--- src/rtl/operand_sender_if.sv ---
// Operand sender bus: start/abort control, the two operands, the four-phase
// request/confirm handshake toward the consumer, and the status outputs.
interface operand_sender_if #(
    parameter int unsigned WIDTH = 7
);
    logic             start;
    logic             abort;
    logic [WIDTH-1:0] dataP;
    logic [WIDTH-1:0] dataQ;
    logic             confirm;
    logic             request;
    logic [WIDTH-1:0] outData;
    logic             busy;
    logic             done;
    logic             error;
    logic [2:0]       state;

    // Sender side: consumes control/operands/confirm, drives handshake and status.
    modport master (
        input  start, abort, dataP, dataQ, confirm,
        output request, outData, busy, done, error, state
    );

    // Environment side: the loader/controller plus the downstream consumer.
    modport slave (
        output start, abort, dataP, dataQ, confirm,
        input  request, outData, busy, done, error, state
    );
endinterface

--- src/rtl/operand_sender.sv ---
// Sends two captured operands, P then Q, to a consumer over a four-phase
// request/confirm handshake. Each wait state carries an optional timeout that
// parks the block in ERR until abort.
module operand_sender #(
    parameter int unsigned WIDTH   = 7,
    parameter int unsigned TIMEOUT = 16
) (
    input  logic             clk,
    input  logic             reset,
    operand_sender_if.master bus
);

    typedef enum logic [2:0] {
        StIdle = 3'd0,
        StReqP = 3'd1,
        StRelP = 3'd2,
        StReqQ = 3'd3,
        StRelQ = 3'd4,
        StDone = 3'd5,
        StErr  = 3'd6
    } state_e;

    localparam bit          TimeoutEn = (TIMEOUT != 0);
    localparam int unsigned CntW      = (TIMEOUT > 1) ? $clog2(TIMEOUT) : 1;
    // Last count value before the timeout fires; unused when the timeout is off.
    localparam logic [CntW-1:0] CntMax = TimeoutEn ? CntW'(TIMEOUT - 1) : '0;

    state_e           state_q, state_d;
    logic [CntW-1:0]  cnt_q, cnt_d;
    logic [WIDTH-1:0] q_q, q_d;
    logic [WIDTH-1:0] out_q, out_d;
    logic             req_q, req_d;

    // State register plus the registered handshake outputs and Q holding register.
    always_ff @(posedge clk or posedge reset) begin
        if (reset) begin
            state_q <= StIdle;
            cnt_q   <= '0;
            q_q     <= '0;
            out_q   <= '0;
            req_q   <= 1'b0;
        end else begin
            state_q <= state_d;
            cnt_q   <= cnt_d;
            q_q     <= q_d;
            out_q   <= out_d;
            req_q   <= req_d;
        end
    end

    // Next-state logic: abort first, then per-state exit, then the timeout.
    always_comb begin
        logic waiting;
        logic exit_ok;
        state_d = state_q;
        cnt_d   = cnt_q;
        waiting = 1'b0;
        exit_ok = 1'b0;

        if (bus.abort && (state_q != StIdle)) begin
            state_d = StIdle;
        end else begin
            unique case (state_q)
                StIdle: if (bus.start) state_d = StReqP;
                StReqP: begin
                    waiting = 1'b1;
                    exit_ok = bus.confirm;
                    if (exit_ok) state_d = StRelP;
                end
                StRelP: begin
                    waiting = 1'b1;
                    exit_ok = !bus.confirm;
                    if (exit_ok) state_d = StReqQ;
                end
                StReqQ: begin
                    waiting = 1'b1;
                    exit_ok = bus.confirm;
                    if (exit_ok) state_d = StRelQ;
                end
                StRelQ: begin
                    waiting = 1'b1;
                    exit_ok = !bus.confirm;
                    if (exit_ok) state_d = StDone;
                end
                StDone:  state_d = StIdle;
                StErr:   state_d = StErr;
                // Unused code 7 recovers to idle.
                default: state_d = StIdle;
            endcase

            // The exit condition wins over a timeout in the same cycle.
            if (TimeoutEn && waiting && !exit_ok && (cnt_q == CntMax)) begin
                state_d = StErr;
            end
        end

        if (state_d != state_q) begin
            cnt_d = '0;
        end else if (TimeoutEn && waiting) begin
            cnt_d = cnt_q + CntW'(1);
        end else begin
            cnt_d = '0;
        end
    end

    // Registered handshake values derived from the transition being taken.
    always_comb begin
        q_d   = q_q;
        out_d = out_q;
        if ((state_q == StIdle) && (state_d == StReqP)) begin
            q_d   = bus.dataQ;
            out_d = bus.dataP;
        end
        if ((state_q == StRelP) && (state_d == StReqQ)) begin
            out_d = q_q;
        end
        req_d = (state_d == StReqP) || (state_d == StReqQ);
    end

    // Status outputs decoded from the current state.
    always_comb begin
        bus.request = req_q;
        bus.outData = out_q;
        bus.busy    = (state_q != StIdle);
        bus.done    = (state_q == StDone);
        bus.error   = (state_q == StErr);
        bus.state   = state_q;
    end

endmodule

--- src/flat_wrapper.sv ---
// flat-port wrapper written by rule: the top's interface ports become plain ports
module operand_sender_flat 
#(
    parameter int unsigned WIDTH   = 7,
    parameter int unsigned TIMEOUT = 16
)
  (clk, reset, bus_start, bus_abort, bus_dataP, bus_dataQ, bus_confirm, bus_request, bus_outData, bus_busy, bus_done, bus_error, bus_state);
  operand_sender_if #(.WIDTH(WIDTH)) bus_i ();
  input  logic clk;
  input  logic reset;
  input wire logic [$bits(bus_i.start)-1:0] bus_start;
  input wire logic [$bits(bus_i.abort)-1:0] bus_abort;
  input wire logic [$bits(bus_i.dataP)-1:0] bus_dataP;
  input wire logic [$bits(bus_i.dataQ)-1:0] bus_dataQ;
  input wire logic [$bits(bus_i.confirm)-1:0] bus_confirm;
  output wire logic [$bits(bus_i.request)-1:0] bus_request;
  output wire logic [$bits(bus_i.outData)-1:0] bus_outData;
  output wire logic [$bits(bus_i.busy)-1:0] bus_busy;
  output wire logic [$bits(bus_i.done)-1:0] bus_done;
  output wire logic [$bits(bus_i.error)-1:0] bus_error;
  output wire logic [$bits(bus_i.state)-1:0] bus_state;
  assign bus_i.start = bus_start;
  assign bus_i.abort = bus_abort;
  assign bus_i.dataP = bus_dataP;
  assign bus_i.dataQ = bus_dataQ;
  assign bus_i.confirm = bus_confirm;
  assign bus_request = bus_i.request;
  assign bus_outData = bus_i.outData;
  assign bus_busy = bus_i.busy;
  assign bus_done = bus_i.done;
  assign bus_error = bus_i.error;
  assign bus_state = bus_i.state;
  operand_sender #(.WIDTH(WIDTH), .TIMEOUT(TIMEOUT)) u_core (.clk(clk), .reset(reset), .bus(bus_i));
endmodule
--- config.mk ---
export PLATFORM = sky130hd
export DESIGN_NAME = operand_sender_flat
export DESIGN_NICKNAME = d
export VERILOG_FILES = /design/src/rtl/operand_sender_if.sv /design/src/rtl/operand_sender.sv /design/src/flat_wrapper.sv
export SDC_FILE = /design/constraint.sdc
export NUM_CORES = 1
export LEC_CHECK = 0
export BUFFER_PORTS_ARGS = -buffer_cell sky130_fd_sc_hd__buf_2
export CAP_MARGIN = 30
export CELL_PAD_IN_SITES_DETAIL_PLACEMENT = 1
export CELL_PAD_IN_SITES_GLOBAL_PLACEMENT = 1
export CORE_ASPECT_RATIO = 0.75
export CORE_UTILIZATION = 37
export CTS_CLUSTER_SIZE = 20
export DETAILED_ROUTE_END_ITERATION = 6
export HOLD_SLACK_MARGIN = 0.12
export PLACE_DENSITY = 0.71
export SYNTH_ARGS = -nofsm -noshare
export SYNTH_HDL_FRONTEND = slang
export SYNTH_SLANG_ARGS = --single-unit
--- constraint.sdc ---
create_clock -name clk -period 2.8 [get_ports clk]
set_input_delay 0.28 -clock clk [delete_from_list [all_inputs] [get_ports clk]]
set_output_delay 0.28 -clock clk [all_outputs]
set_load 0.05 [all_outputs]
# Word-level counts from Yosys, hierarchy flattened
# Index checks and enable logic that the tools add are counted.
[totals]
out_inout_bits = 14
ff_bits = 22
in_bits = 19
[classes]
n_reduce_logical = 14
muxes = 17
n_addsub = 1
eq_ne = 10
[op_table]
columns = ["operator", "count"]
rows = [
  ["2-to-1 mux 3 bit", 7],
  ["one-hot mux 3 bit (6 select lines)", 1],
  ["2-to-1 mux 7 bit", 2],
  ["== test 3 x 2 -> 1 bit (second input constant)", 3],
  ["== test 3 bit (second input constant)", 3],
  ["2-to-1 mux 4 bit", 2],
  ["== test 3 x 1 -> 1 bit (second input constant)", 2],
  ["logical AND 1 bit", 5],
  ["adder 4 x 1 -> 4 bit (second input constant)", 1],
  ["== test 4 bit (second input constant)", 1],
  ["2-to-1 mux 1 bit", 4],
  ["OR reduction 2 bit", 2],
  ["OR reduction 4 bit", 1],
  ["zero test 3 bit", 1],
  ["inequality test 3 bit", 1],
  ["nonzero test 3 bit", 1],
  ["zero test 1 bit", 2],
  ["one-hot mux 1 bit (2 select lines)", 1],
  ["nonzero test 2 bit", 1],
  ["logical OR 1 bit", 1],
]

# Depth between registers and ports, before layout
[depth]
depth_word = 13
depth_mapped = 6
mapped_depth_nobuf = 5

# Least setup slack after synthesis
# OpenSTA, ideal clock, no wires.
[synth_timing]
path_type = "register to output"
startpoint = "register u_core.state_q[2] (netlist: u_core.bus.state[2])"
endpoint = "output bus_done"
t_required_ns = 2.520
t_arrival_ns = 2.089
path_slack_ns = 0.431
path_stages_with_launch = 3
cell_sequence = "dfrtp_1 > clkbuf_2 > nor3b_1"
[synth_via]
elab_chain_cells = 1
[synth_rtl]
columns = ["element", "line", "rtl"]
rows = [
  ["start: declaration", "operand_sender.sv:28", "state_e state_q, state_d;"],
  ["start signal: assignment", "operand_sender.sv:37", "state_q <= StIdle;"],
  ["start signal: assignment", "operand_sender.sv:43", "state_q <= state_d;"],
  ["== test 3 bit", "operand_sender.sv:125", "bus.done = (state_q == StDone);"],
  ["end: declaration", "flat_wrapper.sv:19", "output wire logic [$bits(bus_i.done)-1:0] bus_done;"],
]
# No other way between the ends.

# Worst setup path in the final report
[layout_timing]
startpoint = "register u_core.state_q[1] (netlist: u_core.bus.state[1])"
endpoint = "output bus_busy"
[layout_via]
elab_chain_cells = 1
[layout_rtl]
columns = ["element", "line", "rtl"]
rows = [
  ["nonzero test 3 bit", "operand_sender.sv:124", "bus.busy = (state_q != StIdle);"],
  ["end: declaration", "flat_wrapper.sv:18", "output wire logic [$bits(bus_i.busy)-1:0] bus_busy;"],
]
# No other way between the ends.

==> results by group <==
Power
  • P_leak: between 0.6 and 0.7 nW
  • Design Power: 1.31 mW
  • Worst VDD drop: 0.000542 V
  • Power density over the cells: 975 nW/µm²

Setup path
  • Startpoint types: flip-flop
  • Worst Path Max Fanout: 12
  • R2R Path End: u_core.bus.outData[3]$_DFFE_PP0P_
  • Required time worst endpoint: 2.52 ns
  • CP Capture Point: bus_busy
  • Reg2Reg Depth: 4
  • Worst reg2reg setup slack: 1.05 ns
  • Worst R2R Start: u_core.bus.state[2]$_DFF_PP0_
  • Worst setup path startpoint: u_core.bus.state[1]$_DFF_PP0_
  • CP Data Arrival Time: 1.48 ns
  • Critical path class: flip-flop to output port
  • Crit end category: output port

Clocking
  • Hold buffer count at CTS: 0
  • Post-CTS sizing: 0
  • CTS Buffer Depth: 2
  • Num CTS Buffers: 3
  • CTS tree: yes
  • Clock transition at path regs: 0.08 ns
  • Sink Count: 22
  • Post-CTS setup buffers: 0
  • Worst-Skew Late Latency: between 0.2 and 0.3 ns
  • CTS Root Cell: clkbuf_8
  • Htree depth: 1

Route
  • Drt initial violations: 28
  • Remaining antenna violation count: 0
  • Routed WL: ~2300 µm
  • Via/cell ratio: 5.18
  • Drt drc: 0
  • Initial DRT Pass Iterations: 3
  • Via count: 860
  • Wirelength per Cell: about 14 µm

Yosys
  • Synthesized flop and latch total: 22
  • Post-synth EDFFs: 0
  • Cells after synthesis: 98
  • Synth top area share: 49.3%
  • Part of the Yosys area used for sequential elements: 49.3%
  • Synthesized area: 1120 µm²
  • Yosys warns: 0
  • Ys flop type: dfrtp_1
  • Async S/R FF share, synth: 100%
  • Syn Area/Cell: 11.4 µm²
  • Top post-synthesis cells by count: 22 x dfrtp_1, 11 x a21oi_1, 11 x nor2_1, 7 x mux2_2, 7 x mux2i_1
  • Most common cell in the synthesized netlist: dfrtp_1
  • Net Count, Synth: between 100 and 150
  • Cell taking the most area after synthesis: dfrtp_1
  • Synth unique cells: 32
  • Synth top area cells: dfrtp_1 49%, mux2_2 7.1%, mux2i_1 6.3%

Cells and area
  • Nets: 151
  • Synthesis-to-layout area growth: 20.2%
  • Fill count: 304
  • Number of antenna diodes: 0
  • Final Non-Filler Cells: 166
  • Util after Layout: 48.9%
  • Share of cells above drive strength 1: 38.5%

Die
  • # rows: 16
  • Die footprint: 3240 µm²
  • CORE AREA: 2740 µm²
  • Die Wd: 65.4 µm
  • Io pins: 33
  • Die Y-Extent: 49.6 µm
  • Initial core utilization: about two fifths

Placement
  • GPL Wtd Cong: between 0.7 and 0.8
  • DP Worst Slack: ~1.1 ns
  • PortBufs: 32
  • DP Cell Count: 162
  • Post-DP HPWL: 1800 µm

Global routing
  • Global-route wire length before repair: 4020 µm
  • Grt met3 use: 5.09%
  • Vias in the first global route: 830
  • Grt ovf: 0
  • GRT Total Usage: between 10% and 20%
  • GR peak layer: met2
  • Met1 Usage GRT: 23.2%
  • Met2 Use GR: between 20% and 30%
  • Initial antenna violation count: 0
  • Largest net degree at the start of global routing: 23

Timing
  • Shortest period the worst path allows: around 1.8 ns
  • Fmax: 568 MHz
  • Setup violations, final: 0
  • Slew margin rel.: 44.2%
  • Hold Fails Final Rpt: 0
  • Final WS setup: 1.04 ns
  • Pins over their slew limit: 0
  • Fin crit share: between 60% and 70%
  • Slew of the pin with the lowest slew margin: 0.836 ns
  • Unrepaired setup endpoints after global routing: false
  • Fin Setup TNS: 0 ns
  • Worst Skew: 0.0107 ns

Run
  • Number of max-cap violations: 0

Run status
  • Status: finished, final reports clean

Min path
  • Hold crit path type: input pin to async pin
## cells in the final DEF (no fill, tap or decap), drive strengths merged, types with 2 or more instances in the layout
cell type / Yosys / final
nor2: 11 / 11
mux2: 7 / 7
and3: 2 / 2
nand2b: 2 / 2
buf: 3 / 33
nand2: 2 / 2
a211oi: 3 / 3
a21oi: 12 / 12
dfrtp: 22 / 22
nand3: 3 / 3
xor2: 2 / 2
nor3: 3 / 3
mux2i: 7 / 7
inv: 2 / 2
clkbuf: 2 / 4
## state kept, by name, indices dropped and copies added (netlist names)
register            cells
u_core.cnt_q            4
u_core.q_q              7
u_core.bus.state        3
u_core.bus.outData      7
u_core.bus.request      1
## where the power goes
part	leakage, nW	switching [mW]	internal, mW
clock network	0.0288	0.0987	0.125
registers	0.270	0.0746	0.427
logic	0.321	0.393	0.188
## final cells by class
type	count	area, µm²	area share (%)
Sequential cell	22	551	41.0
Inverter	2	7.51	0.560
Tap cell	36	45.0	3.36
Timing Repair Buffer	33	168	12.5
Multi-Input combinational cell	69	515	38.4
Clock buffer	4	55.1	4.10
## metal layers
| layer | share of wire, % | up-vias |
|---|---|---|
| met5 | 0 | - |
| met4 | 0 | 0 |
| met3 | 4.4 | 0 |
| met2 | 49 | 19 |
| met1 | 46 | 422 |
| li1 | - | 419 |
## critical path: stages (launching register included)
cell and delay, ns:
dfrtp_1 0.53, or3_4 0.45, buf_2 0.22
## cells by family (layout without fill, tap and decap cells)
logic type / count (synthesis) / after routing / synth area share [%]
buffers and inverters: 7 / 39 / 4.48
AO/OA/AOI/OAI: 23 / 23 / 14.8
adder cells (fa/ha/maj): 1 / 1 / 1.12
XOR/XNOR: 3 / 3 / 2.35
AND/OR/NAND/NOR: 28 / 28 / 14.6
flip-flops: 22 / 22 / 49.3
multiplexers: 14 / 14 / 13.3
## worst min path at each step
| stage | start | end | slack [ns] |
|---|---|---|---|
| 2_1_floorplan | reset | u_core.bus.outData[0]$_DFFE_PP0P_ | 0.27 |
| 3_3_place_gp | u_core.cnt_q[0]$_DFF_PP0_ | u_core.cnt_q[0]$_DFF_PP0_ | 0.46 |
| 3_5_place_dp | u_core.cnt_q[0]$_DFF_PP0_ | u_core.cnt_q[0]$_DFF_PP0_ | 0.48 |
| 4_1_cts | reset | u_core.bus.outData[4]$_DFFE_PP0P_ | 0.21 |
| 5_1_grt | bus_dataQ[3] | u_core.q_q[3]$_DFFE_PP0P_ | 0.24 |
| 6_report | reset | u_core.bus.outData[0]$_DFFE_PP0P_ | 0.18 |
## through the flow
stage	hold WS (ns)	area, µm²
after floorplan	0.269	1120
after global placement	0.461	1290
after detailed placement	0.479	1290
after CTS	0.209	1340
after global routing	0.238	1340
final	0.177	1340
Power figures use the tool's default switching activity.
